**src/rtl/bin2bcd_seq.sv**
```systemverilog
// bin2bcd_seq: iterative double-dabble binary-to-BCD converter.
// It shifts one binary bit into the BCD digit scratch per clock, after the
// add-3 correction has been applied to every digit. It feeds the per-digit
// 7-segment decoders and uses a start/busy/done handshake.

module bin2bcd_seq #(
    parameter int BIN_W  = 10,
    parameter int DIGITS = 4
) (
    input  logic                  clk,
    input  logic                  rst,
    input  logic                  start,
    input  logic [BIN_W-1:0]      bin,
    output logic                  busy,
    output logic                  done,
    output logic [4*DIGITS-1:0]   bcd,
    output logic                  overflow
);

    localparam int BCD_W = 4 * DIGITS;
    localparam int CNT_W = $clog2(BIN_W + 1);

    // Load value for the step counter: one step per binary input bit.
    localparam logic [CNT_W-1:0] CNT_LOAD = CNT_W'(BIN_W);
    localparam logic [CNT_W-1:0] CNT_ONE  = CNT_W'(1);

    typedef enum logic {
        IDLE  = 1'b0,
        SHIFT = 1'b1
    } state_t;

    state_t              state_q, state_d;
    logic [BIN_W-1:0]    shiftReg_q, shiftReg_d;
    logic [BCD_W-1:0]    digits_q, digits_d;
    logic                carry_q, carry_d;
    logic [CNT_W-1:0]    cnt_q, cnt_d;
    logic [BCD_W-1:0]    bcd_q, bcd_d;
    logic                overflow_q, overflow_d;
    logic                done_q, done_d;

    logic [BCD_W-1:0]    corrected;
    logic [BCD_W-1:0]    shiftedDigits;
    logic                topBit;

    // The add-3 correction is applied to each digit of the scratch. The
    // corrected digits then shift left by one, taking the top bit of the
    // binary shift register. The bit that leaves the top digit would belong
    // to a digit we do not keep, so it only feeds the overflow flag.
    always_comb begin
        corrected = '0;
        for (int k = 0; k < DIGITS; k++) begin
            if (digits_q[4*k +: 4] >= 4'd5) begin
                corrected[4*k +: 4] = digits_q[4*k +: 4] + 4'd3;
            end else begin
                corrected[4*k +: 4] = digits_q[4*k +: 4];
            end
        end
        shiftedDigits = {corrected[BCD_W-2:0], shiftReg_q[BIN_W-1]};
        topBit        = corrected[BCD_W-1];
    end

    // Next state for the FSM and the datapath. Start is only accepted in
    // IDLE, so a start during a conversion is dropped and not queued. The
    // result registers change only on the final shift step.
    always_comb begin
        state_d    = state_q;
        shiftReg_d = shiftReg_q;
        digits_d   = digits_q;
        carry_d    = carry_q;
        cnt_d      = cnt_q;
        bcd_d      = bcd_q;
        overflow_d = overflow_q;
        done_d     = 1'b0;

        unique case (state_q)
            IDLE: begin
                if (start) begin
                    shiftReg_d = bin;
                    digits_d   = '0;
                    carry_d    = 1'b0;
                    cnt_d      = CNT_LOAD;
                    state_d    = SHIFT;
                end
            end
            SHIFT: begin
                shiftReg_d = shiftReg_q << 1;
                digits_d   = shiftedDigits;
                carry_d    = carry_q | topBit;
                cnt_d      = cnt_q - CNT_ONE;
                if (cnt_q == CNT_ONE) begin
                    bcd_d      = shiftedDigits;
                    overflow_d = carry_q | topBit;
                    done_d     = 1'b1;
                    state_d    = IDLE;
                end
            end
            default: begin
                state_d = IDLE;
            end
        endcase
    end

    // State and datapath registers. A reset clears everything, which aborts
    // any conversion in progress without a done pulse.
    always_ff @(posedge clk) begin
        if (rst) begin
            state_q    <= IDLE;
            shiftReg_q <= '0;
            digits_q   <= '0;
            carry_q    <= 1'b0;
            cnt_q      <= '0;
            bcd_q      <= '0;
            overflow_q <= 1'b0;
            done_q     <= 1'b0;
        end else begin
            state_q    <= state_d;
            shiftReg_q <= shiftReg_d;
            digits_q   <= digits_d;
            carry_q    <= carry_d;
            cnt_q      <= cnt_d;
            bcd_q      <= bcd_d;
            overflow_q <= overflow_d;
            done_q     <= done_d;
        end
    end

    assign busy     = (state_q == SHIFT);
    assign done     = done_q;
    assign bcd      = bcd_q;
    assign overflow = overflow_q;

endmodule

```
**config.mk**
```make
export PLATFORM = sky130hd
export DESIGN_NAME = bin2bcd_seq
export DESIGN_NICKNAME = d
export VERILOG_FILES = /design/src/rtl/bin2bcd_seq.sv
export SDC_FILE = /design/constraint.sdc
export NUM_CORES = 1
export LEC_CHECK = 0
export CORE_UTILIZATION = 40
export CTS_CLUSTER_DIAMETER = 100
export DETAILED_ROUTE_END_ITERATION = 6
export GPL_TIMING_DRIVEN = 0
export PLACE_DENSITY_LB_ADDON = 0.15
export SYNTH_ARGS = -nofsm -noshare
export SYNTH_HDL_FRONTEND = slang
export SYNTH_SLANG_ARGS = --single-unit
export TNS_END_PERCENT = 20
```
**constraint.sdc**
```tcl
create_clock -name clk -period 1.47 [get_ports clk]
set_input_delay 0.2205 -clock clk [delete_from_list [all_inputs] [get_ports clk]]
set_output_delay 0.2205 -clock clk [all_outputs]
set_load 0.02 [all_outputs]
```
==> impl_metrics.env, run 1 <==
export IMPL_status="finished clean"
export IMPL_min_delay_path_class="primary input to flip-flop"
export IMPL_max_cap_violations=0
export IMPL_synth_xor_area_share_pct=1.52
export IMPL_routed_via_density=5.12
export IMPL_post_dp_hpwl_mm=3.60
export IMPL_synth_top_family_by_area="simple AND/OR/NAND/NOR gates"
export IMPL_synth_net_count=283
export IMPL_largest_net_degree_at_the_start_of_global_routing=15
export IMPL_maxSlewHeadroom_pct=57.2
export IMPL_synth_seq_area_share_pct=43.4
export IMPL_starting_density_of_the_core_pct=41.6
export IMPL_drt_initial_drc_count=94
export IMPL_global_route_overflow_total=0
export IMPL_dieHeight_um=77.9
export IMPL_timing_worst_slew_pin_value_ns=0.643
export IMPL_floorplan_die_area_mm2=0.00608
export IMPL_fraction_of_layout_cells_with_a_size_suffix_above_1_pct=14.8
export IMPL_synthAdderAreaFrac_pct=5.42
export IMPL_synth_cell_area_mm2=0.00231
export IMPL_synthesis_instances=260
export IMPL_achievable_frequency_ghz=0.711
export IMPL_vias=1888
export IMPL_core_mm2=0.00554
export IMPL_crit_type="flip-flop to flip-flop"
export IMPL_setup_worst_path_start_class="flip-flop"
export IMPL_ant_nets=0
export IMPL_r2r_setup_slack_ns=0.06
export IMPL_die_width_um=77.9
export IMPL_synth_simple_gate_area_share_pct=19.3
export IMPL_synth_compound_area_share_pct=18.0
export IMPL_finalNonFillerCells=369
export IMPL_finish_utilization_pct=52.1
export IMPL_worst_path_max_delay_cell="dfxtp_1"
export IMPL_cts_sinks=50
export IMPL_worst_slack_ns=0.0626
export IMPL_cts_root_buf="clkbuf_8"
export IMPL_drt_first_pass_iters=4
export IMPL_num_nets_final=320
export IMPL_placement_cell_area_mm2=0.00270
export IMPL_ir_drop_mv=0.638
export IMPL_deepest_clock_path_buffer_count=2
export IMPL_post_synth_mux_area_share_pct=7.00
export IMPL_fin_crit_sh_pct=95.7
export IMPL_layout_commonest_cell="dfxtp_1"
export IMPL_rows=27
export IMPL_synthDistinctLibCells=31
export IMPL_ys_ff_latch=50
export IMPL_worstPathCellList="inv_1 -> ha_1 -> nand2b_1 -> a21o_1 -> mux2i_1 -> a22o_1"
export IMPL_cts_hold_buf=0
export IMPL_drc_errors=0
export IMPL_worst_setup_hold_path_clk_slew_ns=0.09
export IMPL_power_per_cell_area_mw_per_mm2=928
export IMPL_synth_enable_flop_cells=0
export IMPL_finalHoldViolCount=0
export IMPL_cp_num_buf_inv=1
export IMPL_final_period_minus_worst_setup_slack_ns=1.41
export IMPL_cp_max_fo=3
export IMPL_path_delay_family="compound AO/OA/AOI/OAI gates"
export IMPL_antenna_found_initial=0
export IMPL_worst_ep_arrival_time_ns=1.61
export IMPL_yosys_warnings=0
export IMPL_total_leakage_power_nw=1.29
export IMPL_dpl_cell_count=362
export IMPL_slew_violations=0
export IMPL_timing_hold_worst_path_depth=5
export IMPL_tritoncts_num_buffers=5
export IMPL_grtUsageTotal_pct=18.6
export IMPL_cts_htree_levels=2
export IMPL_grt_setup_unrepaired="true"
export IMPL_synth_main_ff_cell="dfxtp_1"
export IMPL_antenna_cells_inserted=0
export IMPL_post_cts_setup_buffers=0
export IMPL_stdcell_area_mm2=0.00289
export IMPL_synthToLayoutAreaGrowth_pct=25.1
export IMPL_detail_route_wirelength_mm=5.28
export IMPL_largest_stage_delay_on_the_critical_path_ns=0.35
export IMPL_globalplace_congestion=0.759
export IMPL_floorplan_io_pins=32
export IMPL_syn_area_per_cell_um2=8.87
export IMPL_clk_insertion_delay_late_ns=0.30
export IMPL_pre_cts_ws_ns=-0.299
export IMPL_crit_path_end_kind="flip-flop"
export IMPL_worst_r2r_path_depth=6
export IMPL_postSynth_asyncResetShare_pct=0
export IMPL_avgRoutedWirePerCell_um=14.3
export IMPL_timing_final_setup_violations=0
export IMPL_path_depth=6
export IMPL_worst_endpoint_required_ns=1.68
export IMPL_grt_first_pass_wirelength_mm=8.56
export IMPL_tritoncts="built"
export IMPL_skew_ns=0.00649
export IMPL_commonest_cells_after_routing_fill_and_taps_aside="dfxtp_1, nor2_1, a21oi_1"
export IMPL_io_buffer_count=30
export IMPL_fill_cells=533
export IMPL_first_global_vias=1662
[metrics by stage]
stage                     hold slack (ns)  power (mW)  setup TNS [ns]
after global placement              0.461        1.71           -6.42
final                               0.430        2.68               0
after floorplan                     0.416        1.61               0
after CTS                           0.416        2.69               0
after global routing                0.456        2.79         -0.0743
after detailed placement            0.469        1.72           -6.16
[tightest hold or removal path: cells and delay by family]
family,cells,cell delay (ns)
buf+inv,1,0.18
compound gates,1,0.05
mux,1,0.09
simple gates,2,0.15
[logic make-up after synthesis]
| logic type | after synthesis |
|---|---|
| and+or+nand+nor | 90 |
| adders and majority gates | 10 |
| DFF | 50 |
| muxes | 16 |
| buffers and inverters | 26 |
| AOI/OAI and AO/OA | 64 |
| xor gates and xnor gates | 4 |
[area by class of cell]
type,count,area (um^2),area share [%]
flip-flops and latches,50,1010,34.9
plain buffers,14,83.8,2.90
clock buffers,6,82.6,2.86
clock inverters,1,30.0,1.04
well taps,72,90.1,3.12
repair buffers,30,303,10.5
multi-input cells,184,1240,43.1
inverters,12,45.0,1.56
[cell usage after synthesis, drive strengths merged (4+ instances only)]
library cell | count | area share (%)
a21oi | 21 | 4.7
a22o | 4 | 1.5
nor3 | 6 | 1.3
nand2b | 6 | 1.6
nor3b | 12 | 3.9
a21o | 7 | 2.3
nor2 | 36 | 6.0
dfxtp | 50 | 43
nand3b | 5 | 1.6
o21ai | 21 | 4.6
nand3 | 5 | 1.1
inv | 12 | 2.0
buf | 11 | 3.0
nand2 | 17 | 2.8
mux2i | 15 | 6.5
a211oi | 5 | 1.6
ha | 10 | 5.4
xnor2 | 4 | 1.5
a311oi | 5 | 3.0
[power by group]
part | switching, mW | internal [mW]
sequential | 0.0236 | 1.39
combinational | 0.153 | 0.117
clock | 0.449 | 0.545
[registers in the layout, indices dropped and copies added, names as in the netlist]
register    count
shiftReg_q     10
done            1
digits_q       16
carry_q         1
busy            1
cnt_q           4
bcd            16
overflow        1
[what timing repair did]
action / CTS / global route
resized for setup: 14 / 29
pin swaps: 0 / 1
setup endpoints to repair: 17 / 37
[metal layers]
metal	vias to the layer above	track usage, %	share of wire, %
li1	974	-	-
met1	887	25.1	50
met2	22	29.4	46
met3	5	5.06	2.9
met4	0	4.44	0.99
met5	-	0	0
[worst paths after layout]
check,startpoint,endpoint
min reg2reg,bcd[0],bcd[0]
max reg2reg,digits_q[9],digits_q[10]
max,digits_q[9],digits_q[10]
min,start,shiftReg_q[9]
Power figures use the tool's default switching activity.
==> run 2: changes to the inputs <==
SKIP_LAST_GASP = 1   (was default)
==> impl_metrics.env, run 2 (synthesis results as in run 1) <==
export IMPL_grtUsageTotal_pct=18.6
export IMPL_timing_final_setup_violations=4
export IMPL_grt_setup_unrepaired="true"
export IMPL_starting_density_of_the_core_pct=41.6
export IMPL_cts_htree_levels=2
export IMPL_failing_checks="negative setup slack"
export IMPL_tritoncts_num_buffers=5
export IMPL_path_delay_family="buffers and inverters"
export IMPL_synthToLayoutAreaGrowth_pct=25.4
export IMPL_cts_sinks=50
export IMPL_finalHoldViolCount=0
export IMPL_grt_first_pass_wirelength_mm=8.55
export IMPL_worstPathCellList="clkdlybuf4s50_1"
export IMPL_fill_cells=534
export IMPL_total_leakage_power_nw=1.12
export IMPL_drt_first_pass_iters=4
export IMPL_power_per_cell_area_mw_per_mm2=927
export IMPL_drt_initial_drc_count=79
export IMPL_timing_worst_slew_pin_value_ns=0.627
export IMPL_finalHoldWorstSlack_ns=0.429
export IMPL_worst_ep_arrival_time_ns=1.27
export IMPL_io_buffer_count=30
export IMPL_cp_max_fo=2
export IMPL_final_period_minus_worst_setup_slack_ns=1.49
export IMPL_post_dp_hpwl_mm=3.60
export IMPL_largest_net_degree_at_the_start_of_global_routing=15
export IMPL_finalPower_mw=2.68
export IMPL_die_width_um=77.9
export IMPL_global_route_overflow_total=0
export IMPL_drc_errors=0
export IMPL_min_delay_path_class="primary input to flip-flop"
export IMPL_maxSlewHeadroom_pct=58.2
export IMPL_layout_commonest_cell="dfxtp_1"
export IMPL_ant_nets=0
export IMPL_cts_root_buf="clkbuf_8"
export IMPL_commonest_cells_after_routing_fill_and_taps_aside="dfxtp_1, nor2_1, clkdlybuf4s50_1"
export IMPL_slew_violations=0
export IMPL_num_nets_final=320
export IMPL_skew_ns=0.00581
export IMPL_achievable_frequency_ghz=0.672
export IMPL_first_global_vias=1670
export IMPL_rows=27
export IMPL_max_cap_violations=0
export IMPL_worst_endpoint_required_ns=1.25
export IMPL_deepest_clock_path_buffer_count=2
export IMPL_setup_worst_path_start_class="flip-flop"
export IMPL_largest_stage_delay_on_the_critical_path_ns=0.61
export IMPL_detail_route_wirelength_mm=5.28
export IMPL_floorplan_io_pins=32
export IMPL_core_mm2=0.00554
export IMPL_tritoncts="built"
export IMPL_antenna_cells_inserted=0
export IMPL_antenna_found_initial=0
export IMPL_status="finished, violations left"
export IMPL_crit_type="flip-flop to output port"
export IMPL_globalplace_congestion=0.759
export IMPL_worst_slack_ns=-0.0185
export IMPL_avgRoutedWirePerCell_um=14.3
export IMPL_floorplan_die_area_mm2=0.00608
export IMPL_fraction_of_layout_cells_with_a_size_suffix_above_1_pct=13.8
export IMPL_cts_hold_buf=0
export IMPL_post_cts_setup_buffers=0
export IMPL_routed_via_density=5.11
export IMPL_dieHeight_um=77.9
export IMPL_ir_drop_mv=0.640
export IMPL_worst_path_max_delay_cell="clkdlybuf4s50_1"
export IMPL_worst_setup_hold_path_clk_slew_ns=0.09
export IMPL_crit_path_end_kind="output port"
export IMPL_clk_insertion_delay_late_ns=0.30
export IMPL_cp_num_buf_inv=1
export IMPL_fin_crit_sh_pct=101
export IMPL_vias=1884
## run 2: cell count changes in the layout (fill, tap and decap cells not counted), sizes merged
cell	before	now
clkdlybuf4s50	11	29
clkbuf	10	9
dlygate4sd2	12	0
buf	10	11
dlymetal6s2s	7	1
## run 2: routing by layer
layer  vias to the layer above  part of all wire, %  global-route usage, %  wire, um
met5                         -                    0                      0         0
met4                         0                  1.0                   4.44        55
met3                         7                  3.5                   5.06       184
met2                        28                   45                   29.1      2380
met1                       882                   50                   25.2      2660
li1                        967                    -                      -         -
## run 2: power breakdown
group | switching (mW) | internal [mW]
registers | 0.0238 | 1.39
logic | 0.152 | 0.120
clock network | 0.452 | 0.545
total | 0.628 | 2.06
## run 2: stage by stage
| stage | cells | utilization, % | area, um^2 | TNS (ns) | setup WS [ns] |
|---|---|---|---|---|---|
| floorplan | 260 | - | 2310 | 0 | 0.145 |
| CTS | 369 | 50.8 | 2810 | -0.155 | -0.0422 |
| detailed placement | 362 | 48.7 | 2700 | -6.16 | -0.299 |
| global placement | 362 | 48.7 | 2700 | -6.42 | -0.317 |
| finish | 369 | 52.2 | 2890 | -0.0461 | -0.0185 |
| global route | 369 | 52.2 | 2890 | -1.13 | -0.0673 |
## run 2: layout make-up
class / count / area (um^2) / area share, %
Inverter: 12 / 45.0 / 1.56
Clock buffer: 6 / 82.6 / 2.85
Tap cell: 72 / 90.1 / 3.11
Timing Repair Buffer: 30 / 303 / 10.5
Clock inverter: 1 / 30.0 / 1.04
Multi-Input combinational cell: 184 / 1260 / 43.4
Buffer: 14 / 80.1 / 2.77
Sequential cell: 50 / 1010 / 34.8
## run 2: worst paths after layout
path                   end  slack [ns]  cells after the start        start
max                 bcd[3]       -0.02                      1       bcd[3]
min          shiftReg_q[9]        0.43                      5        start
max reg2reg    digits_q[6]        0.02                      6  digits_q[4]
min reg2reg         bcd[0]        0.48                      2       bcd[0]
## run 2: what timing repair did
item,CTS,global route
setup endpoints to repair,17,50
pin swaps,0,2
gates resized for setup,1,20
gates cloned,0,0
